`src/rtl/sockit_spi_rpk.sv`:
```
// Repacks SPI queue chunks (1/2/4 lanes x SDW bits) into right-aligned CDW-bit command words; SOCKIT_SPI_RPK_BUF_EN adds an output word register.
// Latency: a word closes on the edge that fills it (or that takes a lst chunk, or that flushes ahead of an overflow); cmd_req rises one cycle later.
// Backpressure: que_grt drops on overflow and while a closed word cannot leave the accumulator; cmd_req/cmd_ctl/cmd_dat hold until cmd_grt.
module sockit_spi_rpk #(
    parameter int SDW = 8,
    parameter int CDW = 32,
    parameter int QCI = 4,
    parameter int QDW = 4*SDW,
    parameter int CNL = $clog2(CDW/SDW),
    parameter int CCI = CNL+2
) (
    input  logic           clk,
    input  logic           rst,
    output logic           cmd_req,
    output logic [CCI-1:0] cmd_ctl,
    output logic [CDW-1:0] cmd_dat,
    input  logic           cmd_grt,
    input  logic           que_req,
    input  logic [QCI-1:0] que_ctl,
    input  logic [QDW-1:0] que_dat,
    output logic           que_grt
);

    localparam int N = CDW/SDW;
    localparam logic [CNL:0] FUL = (CNL+1)'(N);

    logic [CDW-1:0] acc_dat;
    logic [CNL:0]   acc_fil;
    logic           acc_new, acc_lst, acc_cls;

    logic [QDW-1:0] chunk;
    logic [CNL:0]   units;
    logic [CDW-1:0] shf_dat;
    logic           ovf, que_trn, cmd_trn, acc_clr;

    logic [CDW-1:0] wrk_dat;
    logic [CNL:0]   wrk_fil;
    logic           wrk_new, wrk_lst, wrk_cls;

    logic           evt;
    logic [CDW-1:0] wrd_dat;
    logic [CNL:0]   wrd_fil;
    logic           wrd_new, wrd_lst;

`ifdef SOCKIT_SPI_RPK_BUF_EN
    logic           buf_vld;
    logic [CCI-1:0] buf_ctl;
    logic [CDW-1:0] buf_dat;
`endif

    // Serialised bit order, MSB first: each step takes one bit from every active lane, highest lane first.
    always_comb begin
        chunk   = '0;
        units   = (CNL+1)'(1);
        shf_dat = acc_dat << SDW;
        case (que_ctl[1:0])
            2'd0: chunk[SDW-1:0] = que_dat[SDW-1:0];
            2'd1: chunk[SDW-1:0] = que_dat[2*SDW-1:SDW];
            2'd2: begin
                units   = (CNL+1)'(2);
                shf_dat = acc_dat << (2*SDW);
                for (int k = 0; k < SDW; k++) begin
                    chunk[2*k+1] = que_dat[SDW+k];
                    chunk[2*k]   = que_dat[k];
                end
            end
            default: begin
                units   = (CNL+1)'(4);
                shf_dat = acc_dat << (4*SDW);
                for (int k = 0; k < SDW; k++) begin
                    for (int l = 0; l < 4; l++) begin
                        chunk[4*k+l] = que_dat[l*SDW+k];
                    end
                end
            end
        endcase
    end

    always_comb begin
        wrk_dat = shf_dat | CDW'(chunk);
        wrk_fil = acc_fil + units;
        wrk_new = (acc_fil == '0) ? que_ctl[3] : acc_new;
        wrk_lst = que_ctl[2];
        wrk_cls = (wrk_fil == FUL) | que_ctl[2];
        ovf     = que_req & ~acc_cls & (wrk_fil > FUL);
        que_grt = ~acc_cls & ~ovf;
        que_trn = que_req & que_grt;
        cmd_trn = cmd_req & cmd_grt;
    end

    // Word leaving the accumulator this edge: a stalled closed word, a word closed by this chunk, or an overflow flush.
    always_comb begin
        evt     = 1'b0;
        wrd_dat = acc_dat;
        wrd_fil = acc_fil;
        wrd_new = acc_new;
        wrd_lst = acc_lst;
        if (acc_cls) begin
            evt = 1'b1;
        end else if (que_trn) begin
            evt     = wrk_cls;
            wrd_dat = wrk_dat;
            wrd_fil = wrk_fil;
            wrd_new = wrk_new;
            wrd_lst = wrk_lst;
        end else if (ovf) begin
            evt     = 1'b1;
            wrd_lst = 1'b0;
        end
    end

`ifdef SOCKIT_SPI_RPK_BUF_EN
    always_comb begin
        acc_clr = evt & (~buf_vld | cmd_trn);
        cmd_req = buf_vld;
        cmd_ctl = buf_vld ? buf_ctl : '0;
        cmd_dat = buf_vld ? buf_dat : '0;
    end

    always_ff @(posedge clk or negedge rst) begin
        if (!rst) begin
            buf_vld <= 1'b0;
            buf_ctl <= '0;
            buf_dat <= '0;
        end else begin
            if (cmd_trn) buf_vld <= 1'b0;
            if (acc_clr) begin
                buf_vld <= 1'b1;
                buf_ctl <= {wrd_new, wrd_lst, wrd_fil[CNL-1:0] - CNL'(1)};
                buf_dat <= wrd_dat;
            end
        end
    end
`else
    always_comb begin
        acc_clr = cmd_trn;
        cmd_req = acc_cls;
        cmd_ctl = acc_cls ? {acc_new, acc_lst, acc_fil[CNL-1:0] - CNL'(1)} : '0;
        cmd_dat = acc_cls ? acc_dat : '0;
    end
`endif

    always_ff @(posedge clk or negedge rst) begin
        if (!rst) begin
            acc_dat <= '0;
            acc_fil <= '0;
            acc_new <= 1'b0;
            acc_lst <= 1'b0;
            acc_cls <= 1'b0;
        end else if (acc_clr) begin
            acc_dat <= '0;
            acc_fil <= '0;
            acc_new <= 1'b0;
            acc_lst <= 1'b0;
            acc_cls <= 1'b0;
        end else if (evt) begin
            acc_dat <= wrd_dat;
            acc_fil <= wrd_fil;
            acc_new <= wrd_new;
            acc_lst <= wrd_lst;
            acc_cls <= 1'b1;
        end else if (que_trn) begin
            acc_dat <= wrk_dat;
            acc_fil <= wrk_fil;
            acc_new <= wrk_new;
            acc_lst <= wrk_lst;
        end
    end

endmodule

```
`config.mk`:
```
export PLATFORM = sky130hd
export DESIGN_NAME = sockit_spi_rpk
export DESIGN_NICKNAME = d
export VERILOG_FILES = /design/src/rtl/sockit_spi_rpk.sv
export SDC_FILE = /design/constraint.sdc
export NUM_CORES = 1
export LEC_CHECK = 0
export BUFFER_PORTS_ARGS = -buffer_cell sky130_fd_sc_hd__buf_2
export CAP_MARGIN = 10
export CORE_ASPECT_RATIO = 1.4
export CORE_MARGIN = 2
export CORE_UTILIZATION = 48
export CTS_CLUSTER_SIZE = 20
export DETAILED_ROUTE_END_ITERATION = 10
export PLACE_DENSITY = 0.85
export SYNTH_ARGS = -nofsm -noshare
export SYNTH_HDL_FRONTEND = slang
export SYNTH_SLANG_ARGS = --single-unit
```
`constraint.sdc`:
```
create_clock -name clk -period 2.5 [get_ports clk]
set_clock_uncertainty 0.15 [all_clocks]
set_input_delay 0.25 -clock clk [delete_from_list [all_inputs] [get_ports clk]]
set_output_delay 0.25 -clock clk [all_outputs]
set_load 0.02 [all_outputs]
```
==> PnR_summary.wiki <==
{| class="wikitable"
! Metric !! Value
|-
| Number of cells on the worst reg-to-reg path || 9
|-
| Worst reg2reg path startpoint || acc_fil[0]$_DFFE_PN0P_
|-
| Leak || 0.00170 uW
|-
| Number of gates on the worst path with buffers counted || 8
|-
| Startpoint types || flip-flop
|-
| Power density normalized to cell area || 1000 nW/um^2
|-
| Required @ worst endpoint || 2.10 ns
|-
| Fin Setup TNS || 0 ns
|-
| Final global-route overflow total || 0
|-
| Worst min-delay path startpoint || cmd_grt
|-
| Mapped Avg Cell Area || 8.60 sq um
|-
| Average routed wire per standard cell || 17.1 microns
|-
| CP max FO || 3
|-
| Simple logic cell fraction of the synthesized area || 24.4%
|-
| Last element of the critical path || que_grt
|-
| FP Rows || 34
|-
| CP peak stage delay || 0.41 ns
|-
| Setup repair after global routing missed its margin || no
|-
| Worst setup path start || acc_fil[0]$_DFFE_PN0P_
|-
| Post-synth design cell area || 2980 sq um
|-
| Clock edge transition at the registers on the reported setup and hold paths || 0.07 ns
|-
| Netlist cell types || 30
|-
| Cell Chain, Critical Path || ha_4 -> inv_2 -> fa_2 -> xnor2_4 -> xor2_2 -> nor2_2 -> a21oi_2 -> buf_2
|-
| Fraction of final layout cells with drive strength greater than 1 || 29.9%
|-
| Cell types occupying the most area after synthesis || dfrtp_1 32%, mux2i_1 10%, and2_1 8.6%, nand3b_1 6.3%, a211oi_1 6.0%
|-
| Dominant combinational cell family by area after synthesis || simple AND/OR/NAND/NOR gates
|-
| Nets in the synthesized netlist || 390
|-
| 1st-iter DRT viols || 323
|-
| Parity-gate share of the synthesized area counting xor and xnor cells || 1.38%
|-
| Number of buffers on the longest clock path || 2
|-
| Mux contribution to synthesized area || 16.9%
|-
| Class of the most critical setup path || flip-flop to output pin
|-
| Worst-case vdd ir drop || 0.545 mV
|-
| CTS tree || built
|-
| Cell type group with the largest total delay on the critical path || adder cells
|-
| Synth warnings || 0
|-
| Growth of design area from synthesis to finish || 21.5%
|-
| Die Width || 70.6 microns
|-
| Routability congestion estimate || 0.842
|-
| Sequential cell area || 951 sq um
|-
| Headroom to the max-slew limit || 41.3%
|-
| Core region area || 6130 sq um
|-
| Critical path buffers and inverters || 2
|-
| Final setup slack of the worst path || 0.0763 ns
|-
| CP max stage cell || fa_2
|-
| DIE AREA || 6870 sq um
|-
| Worst path arrival time || 2.02 ns
|-
| Global-route wire length before repair || 13,200 microns
|-
| Number of clock sinks || 38
|-
| Global-route usage over all layers || 23.7%
|-
| Filler instances || 534
|-
| Pre-CTS worst setup slack || 0.0145 ns
|-
| Post-layout net count || 454
|-
| Fraction of the mapped netlist area in adder cells || 1.51%
|-
| Port-buffer cells || 77
|-
| Flop-to-flop setup slack || 0.14 ns
|-
| Total number of H-tree levels || 2
|-
| Number of register bits inferred by synthesis || 38
|-
| Vertical die dimension || 97.3 microns
|-
| Clock tree root buffer cell || clkbuf_8
|-
| Final period util || 96.9%
|-
| Average via count per standard cell || 5.95
|-
| Residual antenna-violating net count after detailed routing || 0
|-
| Maximum number of pins on one net before global-route repair || 53
|-
| Initial Utilization || 48.7%
|-
| Skew-Pair Late Insertion Delay || 0.29 ns
|-
| Maxcap violations || 0
|-
| Minimum clock period after layout || 2.42 ns
|-
| Leading cell type in the layout, fill and taps excluded || buf_2
|-
| Drt total wl || 8260 microns
|-
| Count of unresolved DRC violations after routing || 0
|-
| Area fraction in compound gates after synthesis || 18.1%
|-
| Run status || complete, no violations
|-
| Worst Hold Class || primary input to flip-flop
|-
| Post-synthesis instance total || 347
|-
| Final-report hold violation count || 0
|-
| Via count of the first global-routing pass || 2,703
|-
| Total CTS buffers || 5
|-
| Least-Margin Pin Slew || 0.881 ns
|-
| Io pins || 78
|-
| CP endpoint kind || output pin
|-
| Total number of vias || 2,881
|-
| Area used by multi-input combinational logic || 1930 sq um
|-
| 1st-pass router iterations || 7
|-
| Proportion of netlist area held by the largest area contributor || 31.9%
|-
| Dominant cell type by area after synthesis || dfrtp_1
|-
| Commonest non-fill, non-tap cells in the layout || 77 x buf_2, 41 x and2_1, 38 x dfrtp_1, 32 x nand2_1, 30 x mux2i_1
|-
| Number of inserted diodes || 0
|-
| Number of slew-limit violations in the final report || 0
|-
| Antenna violations before repair || 0
|-
| Total of endpoints with negative setup slack in the final report || 0
|-
| Half-perimeter wire length after placement || 5780 microns
|-
| Sequential fraction of the synthesis area || 31.9%
|-
| End of the worst register-to-register path || acc_dat[6]$_DFFE_PN0P_
|-
| Maximum operating frequency || 413 MHz
|}
[cell usage after synthesis (all sizes together)]
cell / instances
nor2: 27
a211oi: 24
and2: 41
xor2: 1
a31oi: 26
mux2i: 30
clkbuf: 21
a21boi: 1
nand2: 32
a31o: 1
fa: 1
ha: 2
mux4: 6
mux2: 6
buf: 15
nand3: 1
xnor2: 2
nand3b: 25
o211ai: 2
o21ai: 29
and3: 2
dfrtp: 38
inv: 5
nand2b: 2
nor2b: 5
a21oi: 2
[registers in the layout (all words and copies together) (netlist names)]
name and count:
acc_lst 1, acc_new 1, cmd_req 1, acc_fil 3
acc_dat 32
[worst min-delay path by stage]
stage	to	slack [ns]	cells after the start
floorplan	acc_dat[0]$_DFFE_PN0P_	-0.20	0
global placement	acc_new$_DFFE_PN0P_	0.25	1
detailed placement	cmd_req$_DFFE_PN0P_	0.26	1
CTS	cmd_req$_DFFE_PN0P_	0.006	2
global route	cmd_req$_DFFE_PN0P_	0.008	2
finish	cmd_req$_DFFE_PN0P_	0.007	2
[worst reg2reg max path, stage by stage, from the launching register on]
cell,delay (ns)
dfrtp_1,0.40
ha_4,0.14
inv_2,0.03
fa_2,0.41
xnor2_4,0.17
xor2_2,0.17
buf_4,0.16
o21ai_4,0.16
buf_12,0.15
mux2_4,0.30
[power by group]
| group | leakage [uW] | total [uW] | internal [uW] | switching, uW |
|---|---|---|---|---|
| logic | 0.00116 | 2030 | 903 | 1120 |
| clock network | 0.0000482 | 446 | 223 | 223 |
| registers | 0.000491 | 1160 | 865 | 292 |
[layer usage]
| layer | global-route usage, % | part of all wire, % |
|---|---|---|
| met5 | 0 | 0 |
| met3 | 3.22 | 5.3 |
| met2 | 39.1 | 52 |
| met4 | 8.85 | 2.6 |
| met1 | 31.7 | 40 |
[stage by stage]
step	utilization [%]	total power, uW	std cells	hold WS [ns]	instance area (sq um)
2_1_floorplan	-	2490	347	-0.196	3050
3_3_place_gp	56.7	3010	472	0.246	3470
3_5_place_dp	56.7	3090	472	0.263	3470
4_1_cts	58.4	3540	482	0.00595	3580
5_1_grt	59.2	3870	484	0.00787	3630
6_report	59.2	3630	484	0.00682	3630
[timing repair]
action                                  4_1_cts  5_1_grt
resized for setup                             0        3
hold endpoints to repair                     38        0
hold buffers                                  1        0
pin swaps                                     1        2
endpoints found under the setup margin        1        7
setup buffers                                 1        2
[kinds of logic after synthesis]
logic type                 after synthesis
and+or+nand+nor                        135
AOI/OAI and AO/OA                       85
buffers and inverters                   41
xor gates and xnor gates                 3
muxes                                   42
DFF                                     38
adders and majority gates                3
[layout make-up]
type                       instances  area share (%)
inverter                           5           0.587
tap                               72            2.48
clock inverter                     1           0.138
sequential                        38            26.2
timing repair buffer              93            15.0
clock buffer                       7            2.38
multi-input combinational        268            53.1
Power figures use the tool's default switching activity.
